--- config.mk ---
export PLATFORM = sky130hd
export DESIGN_NAME = i2c_target
export DESIGN_NICKNAME = d
export VERILOG_FILES = /design/src/rtl/i2c_target.sv
export SDC_FILE = /design/constraint.sdc
export NUM_CORES = 1
export LEC_CHECK = 0
export BUFFER_PORTS_ARGS = -buffer_cell sky130_fd_sc_hd__buf_2
export CORE_UTILIZATION = 60
export CTS_CLUSTER_DIAMETER = 80
export CTS_CLUSTER_SIZE = 20
export DETAILED_ROUTE_END_ITERATION = 6
export HOLD_SLACK_MARGIN = 0.1
export PLACE_DENSITY_LB_ADDON = 0.08
export RECOVER_POWER = 100
export SLEW_MARGIN = 20
export SYNTH_ARGS = -nofsm -noshare
export SYNTH_HDL_FRONTEND = slang
export SYNTH_SLANG_ARGS = --single-unit
--- constraint.sdc ---
create_clock -name clk_i -period 3.9 [get_ports clk_i]
set_input_delay 0.78 -clock clk_i [delete_from_list [all_inputs] [get_ports clk_i]]
set_output_delay 0.78 -clock clk_i [all_outputs]
set_load 0.01 [all_outputs]
--- src/rtl/i2c_target.sv ---
// rtl/i2c_target.sv - I2C target byte engine with fixed 7-bit address (optional SCL stretch: I2C_TARGET_CLK_STRETCH_EN)
module i2c_target #(
    parameter logic [6:0] TARGET_ADDR = 7'h3C
) (
    input  logic       clk_i,
    input  logic       rst_i,
    input  logic       scl_i,
    input  logic       sda_i,
    output logic       sda_o,
    output logic       is_sending_o,
    output logic       scl_hold_o,
    output logic [7:0] rx_data_o,
    output logic       rx_valid_o,
    output logic       tx_req_o,
    input  logic [7:0] tx_data_i,
    input  logic       tx_valid_i,
    output logic       busy_o,
    output logic       stop_o
);
    typedef enum logic [2:0] {
        S_IDLE, S_ADDR, S_ADDR_ACK, S_WRITE, S_WRITE_ACK, S_READ, S_READ_ACK, S_WAIT_STOP
    } state_t;

    state_t     r_state, w_state;
    logic [7:0] r_shift, w_shift;
    logic [2:0] r_cnt, w_cnt;
    logic       r_rw, w_rw;
    logic       r_phase, w_phase;
    logic       r_load, w_load;
    logic       r_sending, w_sending;
    logic       r_busy, w_busy;
    logic [7:0] r_rx_data, w_rx_data;
    logic       r_rx_valid, w_rx_valid;
    logic       r_tx_req, w_tx_req;
    logic       r_stop, w_stop;
    logic       r_hold, w_hold;
    logic       r_scl_s1, r_scl_s2, r_scl_prev;
    logic       r_sda_s1, r_sda_s2, r_sda_prev;
    logic       w_scl_rise, w_scl_fall, w_start, w_stop_cond;
    logic       w_unused;

    // Synchronise the pins and keep one previous sample; reset to idle-bus level so release creates no false STOP
    always_ff @(posedge clk_i) begin
        if (rst_i) begin
            r_scl_s1 <= 1'b1; r_scl_s2 <= 1'b1; r_scl_prev <= 1'b1;
            r_sda_s1 <= 1'b1; r_sda_s2 <= 1'b1; r_sda_prev <= 1'b1;
        end else begin
            r_scl_s1 <= scl_i; r_scl_s2 <= r_scl_s1; r_scl_prev <= r_scl_s2;
            r_sda_s1 <= sda_i; r_sda_s2 <= r_sda_s1; r_sda_prev <= r_sda_s2;
        end
    end

    assign w_scl_rise  = r_scl_s2 & ~r_scl_prev;
    assign w_scl_fall  = ~r_scl_s2 & r_scl_prev;
    assign w_start     = r_scl_s2 & r_sda_prev & ~r_sda_s2;
    assign w_stop_cond = r_scl_s2 & ~r_sda_prev & r_sda_s2;

    // State and datapath registers
    always_ff @(posedge clk_i) begin
        if (rst_i) begin
            r_state    <= S_IDLE;
            r_shift    <= 8'h00;
            r_cnt      <= 3'd0;
            r_rw       <= 1'b0;
            r_phase    <= 1'b0;
            r_load     <= 1'b0;
            r_sending  <= 1'b0;
            r_busy     <= 1'b0;
            r_rx_data  <= 8'h00;
            r_rx_valid <= 1'b0;
            r_tx_req   <= 1'b0;
            r_stop     <= 1'b0;
            r_hold     <= 1'b0;
        end else begin
            r_state    <= w_state;
            r_shift    <= w_shift;
            r_cnt      <= w_cnt;
            r_rw       <= w_rw;
            r_phase    <= w_phase;
            r_load     <= w_load;
            r_sending  <= w_sending;
            r_busy     <= w_busy;
            r_rx_data  <= w_rx_data;
            r_rx_valid <= w_rx_valid;
            r_tx_req   <= w_tx_req;
            r_stop     <= w_stop;
            r_hold     <= w_hold;
        end
    end

    // Next-state logic; bus START/STOP override all per-state handling
    always_comb begin
        w_state    = r_state;
        w_shift    = r_shift;
        w_cnt      = r_cnt;
        w_rw       = r_rw;
        w_phase    = r_phase;
        w_load     = r_load;
        w_sending  = r_sending;
        w_busy     = r_busy;
        w_rx_data  = r_rx_data;
        w_rx_valid = 1'b0;
        w_tx_req   = 1'b0;
        w_stop     = 1'b0;
        w_hold     = r_hold;
        if (w_stop_cond) begin
            w_state = S_IDLE; w_sending = 1'b0; w_busy = 1'b0; w_hold = 1'b0;
            w_load = 1'b0; w_phase = 1'b0; w_cnt = 3'd0; w_stop = 1'b1;
        end else if (w_start) begin
            w_state = S_ADDR; w_sending = 1'b0; w_busy = 1'b0; w_hold = 1'b0;
            w_load = 1'b0; w_phase = 1'b0; w_cnt = 3'd0;
        end else begin
            case (r_state)
                S_ADDR: if (w_scl_rise) begin
                    w_shift = {r_shift[6:0], r_sda_s2};
                    w_cnt   = r_cnt + 3'd1;
                    if (r_cnt == 3'd7) begin
                        w_rw    = r_sda_s2;
                        w_phase = 1'b0;
                        w_state = (r_shift[6:0] == TARGET_ADDR) ? S_ADDR_ACK : S_WAIT_STOP;
                    end
                end
                S_ADDR_ACK: if (w_scl_fall) begin
                    if (!r_phase) begin
                        w_sending = 1'b1; w_busy = 1'b1; w_phase = 1'b1;
                    end else begin
                        w_sending = 1'b0; w_phase = 1'b0; w_cnt = 3'd0;
                        if (r_rw) begin
                            w_state = S_READ; w_tx_req = 1'b1; w_load = 1'b1;
                        end else begin
                            w_state = S_WRITE;
                        end
                    end
                end
                S_WRITE: if (w_scl_rise) begin
                    w_shift = {r_shift[6:0], r_sda_s2};
                    w_cnt   = r_cnt + 3'd1;
                    if (r_cnt == 3'd7) begin
                        w_rx_data = {r_shift[6:0], r_sda_s2}; w_rx_valid = 1'b1;
                        w_state   = S_WRITE_ACK; w_phase = 1'b0;
                    end
                end
                S_WRITE_ACK: if (w_scl_fall) begin
                    if (!r_phase) begin
                        w_sending = 1'b1; w_phase = 1'b1;
                    end else begin
                        w_sending = 1'b0; w_phase = 1'b0; w_cnt = 3'd0; w_state = S_WRITE;
                    end
                end
                S_READ: if (r_load) begin
`ifdef I2C_TARGET_CLK_STRETCH_EN
                    if (tx_valid_i) begin
                        w_shift = tx_data_i; w_sending = ~tx_data_i[7]; w_load = 1'b0; w_hold = 1'b0;
                    end else begin
                        w_hold = 1'b1;
                    end
`else
                    w_shift = tx_data_i; w_sending = ~tx_data_i[7]; w_load = 1'b0;
`endif
                end else if (w_scl_fall) begin
                    if (r_cnt == 3'd7) begin
                        w_sending = 1'b0; w_cnt = 3'd0; w_phase = 1'b0; w_state = S_READ_ACK;
                    end else begin
                        w_shift   = {r_shift[6:0], 1'b0};
                        w_sending = ~r_shift[6];
                        w_cnt     = r_cnt + 3'd1;
                    end
                end
                S_READ_ACK: if (w_scl_rise) begin
                    if (r_sda_s2) w_state = S_WAIT_STOP;
                    else          w_phase = 1'b1;
                end else if (w_scl_fall && r_phase) begin
                    w_state = S_READ; w_tx_req = 1'b1; w_load = 1'b1; w_phase = 1'b0; w_cnt = 3'd0;
                end
                default: ;
            endcase
        end
    end

    assign sda_o        = 1'b0;
    assign is_sending_o = r_sending;
    assign rx_data_o    = r_rx_data;
    assign rx_valid_o   = r_rx_valid;
    assign tx_req_o     = r_tx_req;
    assign busy_o       = r_busy;
    assign stop_o       = r_stop;
`ifdef I2C_TARGET_CLK_STRETCH_EN
    assign scl_hold_o   = r_hold;
    assign w_unused     = r_shift[7];
`else
    assign scl_hold_o   = 1'b0;
    assign w_unused     = ^{tx_valid_i, r_hold, r_shift[7]};
`endif
endmodule

; ---- Word-level counts from Yosys, hierarchy flattened
; Index checks and enable logic that the tools add are counted.
[totals]
out_inout_bits = 15
reg_bits = 35
[classes]
n_reduce_logical = 22
mux = 60
n_bitwise = 17
n_addsub = 1
n_eq_ne = 43
[ops]
columns = cell, n
row1 = 3-bit 2-to-1 mux, 24
row2 = "3-bit inequality test, second input constant", 16
row3 = 7-bit 2-to-1 mux, 4
row4 = "2-bit inequality test, second input constant", 14
row5 = 14-bit AND reduction, 2
row6 = 1-bit 2-to-1 mux, 25
row7 = 3-bit case mux with 6 select lines, 1
row8 = 7-bit case mux with 2 select lines, 1
row9 = "3-bit equality test, second input constant", 4
row10 = 3-bit case mux with 4 select lines, 1
row11 = 6-bit AND reduction, 2
row12 = 1-bit inverter, 11
row13 = 5-bit AND reduction, 2
row14 = "4-bit inequality test, second input constant", 2
row15 = 8-bit AND reduction, 1
row16 = "7-bit by 6-bit equality test with 1-bit output, second input constant", 1
row17 = 7-bit AND reduction, 1
row18 = 7-bit nonzero test, 1
row19 = 1-bit AND, 6
row20 = "3-bit by 2-bit equality test with 1-bit output, second input constant", 2
row21 = "2-bit by 1-bit inequality test with 1-bit output, second input constant", 3
row22 = 3-bit AND reduction, 2
row23 = 6-bit nonzero test, 1
row24 = 2-bit OR reduction, 3
row25 = 11 further kinds, 13

; ---- Logic depth before layout (Yosys ltp)
[logic_depth]
ltp_word = 7
depth_mapped = 6

; ---- Worst setup path after synthesis
; No wires, ideal clock.
[synth_path]
path_kind = register to register
startpoint = reg r_sda_s2
endpoint = reg r_shift[0]
required_time_ns = 3.779
arrival_time_ns = 1.557
slack_ns = 2.222
stages_incl_launch_ff = 6
setup_time_ns = 0.121
synth_period_minus_slack_ns = 1.678
path_cell_list = dfxtp_1 -> buf_4 -> xor2_1 -> a2bb2oi_1 -> o221ai_4 -> mux2_2
[synth_between]
elab_chain_cells = 4
word_cells_on_any_way = 8
classes_between = mux: 2 / bitwise: 5 / reduce/logical: 1
[synth_rtl]
columns = element, line
row1 = from (decl), 38  ; logic r_sda_s1, r_sda_s2, r_sda_prev;
row2 = from (signal assigned), 49  ; r_sda_s1 <= sda_i; r_sda_s2 <= r_sda_s1; r_sda_prev <= r_sda_s2;
row3 = 1-bit inverter, 55  ; assign w_start = r_scl_s2 & r_sda_prev & ~r_sda_s2;
row4 = 1-bit AND, 55
row5 = 1-bit inverter (no source line), --
row6 = 6-bit AND reduction (no source line), --
row7 = to (signal assigned), 76  ; r_shift <= w_shift;
row8 = to (decl), 25  ; logic [7:0] r_shift, w_shift;
; Parallel ways exist; a longest one is shown, timed or not. The select of a mux whose other input is x is not followed.
; A chain may end at the register's enable or synchronous reset.

; ---- Final worst setup path
[layout_path]
startpoint = reg r_state[0]
endpoint = reg r_rx_data[0] (netlist: rx_data_o[0])
[layout_between]
elab_chain_cells = 2
[layout_rtl]
columns = element, line
row1 = from (decl), 24  ; state_t r_state, w_state;
row2 = from (signal assigned), 75  ; r_state <= w_state;
row3 = 3-bit by 2-bit equality test with 1-bit output, 113  ; case (r_state)
row4 = 5-bit AND reduction (no source line), --
row5 = to (signal assigned), 83  ; r_rx_data <= w_rx_data;
row6 = to (decl), 32  ; logic [7:0] r_rx_data, w_rx_data;
; Every way passes these cells.

==> impl_summary.md <==
Setup path
The worst register-to-register path ends at rx_data_o[0]$_SDFFE_PP0P_. The setup path with the least slack is of type reg2reg. In this run the worst setup path begins at r_state[0]$_SDFFE_PP0P_. The internal reg-to-reg setup slack is 1070 ps. The worst register-to-register path begins at r_state[0]$_SDFFE_PP0P_. Data arrives at the worst endpoint at 3000 ps.

The maximum fanout count along the critical path is 21. Walking the worst path, the cells encountered are nand4bb_1, nor3_1, mux2i_1, nor2_1. STA classifies the critical path startpoint as a flip-flop. The worst register-to-register path has a depth of 4. Among all stages on the critical path, the largest delay is contributed by sky130_fd_sc_hd__nor3_1. On the worst path, the slowest cell contributes a delay of 1180 ps. The kind of end point of the critical path is a flip-flop. STA puts the critical path data required time at 4070 ps.

Cells and area
The synthesis-to-finish area growth is 4.72%. Fill cells in the final layout number 247. The number of nets at the end of the flow is 232. With fillers left out, the area of the finished cells amounts to 1940 µm². The post-route core utilization is 68.1%. The number of non-filler instances in the completed layout is 249.

0 antenna diodes ended up in the layout. Cells with a size suffix above 1 make up 15.6% of the layout.

Place
The number of port buffers is 24. The number of cells in the design after placement is 241. The congestion estimate from routability-driven global placement came to 0.810. Detailed placement finished with a half-perimeter wire length of 2610 µm. Once placement finished, the instance area stood at 1940 µm².

Floorplanning
The floorplan step set the die height to 57.6 µm. For this design the top-level I/O count stands at 28. The die area is 3320 µm². For this configuration, the core starts out at a cell density of 65.0%. The number of cell rows is 19. The floorplan step set the die width to 57.6 µm.

The core region is 2850 µm².

Pwr
The peak supply drop is 352 µV. For this design the ratio of total power to cell area is 490 nW/µm². For this design the static power due to leakage is 0.796 nW.

Synth
By count the netlist is led by 35 x sky130_fd_sc_hd__dfxtp_1, 19 x sky130_fd_sc_hd__nor2_1, 16 x sky130_fd_sc_hd__mux2i_1. Yosys mapped the design onto 55 distinct sky130hd cell types. Counting every instance in the synthesized netlist gives 199. The share of async-settable or async-resettable flops after synthesis is 0%. For this run, the leading register cell type out of synthesis is sky130_fd_sc_hd__dfxtp_1. The count of state elements after synthesis is 35. The most instantiated library cell after synthesis is sky130_fd_sc_hd__dfxtp_1.

The cell type contributing the most total cell area after synthesis is sky130_fd_sc_hd__dfxtp_1. Summing every instance area after synthesis gives 1860 µm². After synthesis, the mean cell area works out to 9.32 µm². The Yosys step of the flow raised 0 warnings. The count of flip-flops with a built-in enable after synthesis is 0. The top cell type by area accounts for 37.8% of the synthesized area. By area the synthesized netlist is led by sky130_fd_sc_hd__dfxtp_1 38%, sky130_fd_sc_hd__mux2i_1 8.6%, sky130_fd_sc_hd__mux2_2 4.2%.

Of the synthesized area, sequential elements account for 37.8%.

Routing
The residual antenna-violating net count after detailed routing is 0. In the final routed layout, each cell accounts on average for 15.1 µm. The post-route DRC violation count is 2. Detailed routing inserted a total of 1550 vias. Wires add up to 3760 µm.

The initial detailed-routing violation count is 85. The ratio of routed vias to standard cells is 6.22. The first detailed-routing pass took 6 iterations.

Clock network
Clock tree synthesis selected as its root buffer the cell sky130_fd_sc_hd__clkbuf_4. TritonCTS built the clock tree. Gates resized during post-CTS repair numbered 0. Buffers inserted during clock tree synthesis total 5. Clock tree synthesis found a total of 35 sinks. After clock tree synthesis, the clock-pin slew on the worst setup and hold paths is 110 ps. The number of setup buffers added after CTS is 0. Buffers inserted to repair hold after CTS numbered 0. CTS built an H-tree with a depth of 2. The insertion delay of the later-clocked pin in the worst-skew pair is 320 ps. The worst-case clock buffer depth is 2.

STA
Measured against its own limit, the worst slew margin works out to 7.91%. The final number of max-transition violations is 0. Setup repair after global routing left no endpoint under its margin. The final critical delay including setup and external delays is 2830 ps. The number of hold violations in the final report is 0. Adding up every negative setup slack in the final design gives 0 ps. In the finished design, the share of the clock period the worst path needs comes to 72.7%. At the pin with the least slew margin, the transition time is 1370 ps. For the final database, setup skew stands at 4.76 ps. Setup violations remaining at the end of the flow were counted as 0. The timing-limited maximum frequency is 0.353 GHz.

Hold path
In this run the worst hold path is classified as reg2reg. The origin of the worst min-delay path is r_sda_s1$_SDFF_PP1_. The worst hold path terminates at r_sda_s2$_SDFF_PP1_. Counting instances, the worst hold path has a depth of 1.

Global route
The largest net degree at the start of global routing is 35. The global-route usage over all layers is 24.3%. The first-pass GRT wire length is 6200 µm. The initial antenna violation count is 0. The number of global-route vias before repair is 1372. Global routing finished with a remaining overflow of 0.

Status
The final reports fail on design-rule violations. The flow ran to the end, but the final reports show violations.

Run
The number of max-cap violations is 0.
-- sequential cells by signal, indices dropped and copies added, names as in the netlist, 3 cells and up --
signal	count
r_shift	7
rx_data_o	8
r_state	3
r_cnt	3
-- kinds of logic (layout without fill, tap and decap cells) --
kind of cell             Yosys count  after routing  synth area share (%)
adder cells (fa/ha/maj)            2              2                  1.35
flip-flops                        35             35                  37.8
buffers and inverters             17             35                  4.79
multiplexers                      23             23                  12.9
AO/OA/AOI/OAI                     45             45                  18.0
AND/OR/NAND/NOR                   75             75                  24.5
XOR/XNOR                           1              1                 0.472
other                              1              2                 0.202
-- critical path: cells and delay by family (launching register included) --
family	cells	cell delay (ps)
muxes	1	280
DFF	1	760
and+or+nand+nor	3	1630
-- per-stage QoR --
step | hold WS (ps) | worst slack (ps) | power (mW)
after floorplan | 389 | 2220 | 0.706
after global placement | 397 | 1830 | 0.735
after detailed placement | 401 | 1770 | 0.749
after CTS | 435 | 1750 | 0.970
after global routing | 448 | 903 | 1.01
final | 429 | 1070 | 0.953
-- layout make-up --
class	instances	area, µm²	area share [%]
Multi-Input combinational cell	148	1020	52.5
Sequential cell	35	701	36.1
Tap cell	31	38.8	2.00
Inverter	3	11.3	0.580
Clock buffer	8	68.8	3.54
Timing Repair Buffer	24	103	5.28
-- cell usage in the layout, fill, tap and decap left out, drive strengths merged, types with 2 or more instances in the layout --
cell type   n
and2        3
or2         6
nand2b      5
nand3       3
nand2       4
nor2       19
buf        10
mux2i      16
o31ai       2
clkbuf     22
ha          2
nor2b      10
a21oi      13
nor4        2
conb        2
a31oi       3
dfxtp      35
a211oi      2
nand3b      3
nor3b       2
mux2        7
and3        2
o32a        2
a2bb2oi     2
inv         3
nand4b      2
nor3        7
o21ai       7
o211ai      2
-- worst max-delay path by stage --
stage / depth (start not counted) / slack [ps] / to
3_5_place_dp: 4 / 1770 / rx_data_o[0]$_SDFFE_PP0P_
5_1_grt: 4 / 900 / rx_data_o[1]$_SDFFE_PP0P_
2_1_floorplan: 5 / 2220 / r_shift[0]$_SDFFE_PP0P_
3_3_place_gp: 4 / 1830 / rx_data_o[6]$_SDFFE_PP0P_
6_report: 4 / 1070 / rx_data_o[0]$_SDFFE_PP0P_
4_1_cts: 4 / 1750 / rx_data_o[0]$_SDFFE_PP0P_
-- report_power, final --
part	internal, mW	leakage (nW)	switching, mW	total (mW)
Combinational	0.127	0.474	0.144	0.271
Sequential	0.381	0.284	0.0763	0.457
Clock	0.106	0.0386	0.119	0.225
Total	0.614	0.796	0.339	0.953
-- routing by layer --
layer  share of wire, %  track usage [%]
met1                 46             31.9
met2                 46             39.5
met3                6.8             6.03
met4               0.90             7.32
met5                  0                0
Note: power is estimated with default switching activity, not from simulation.
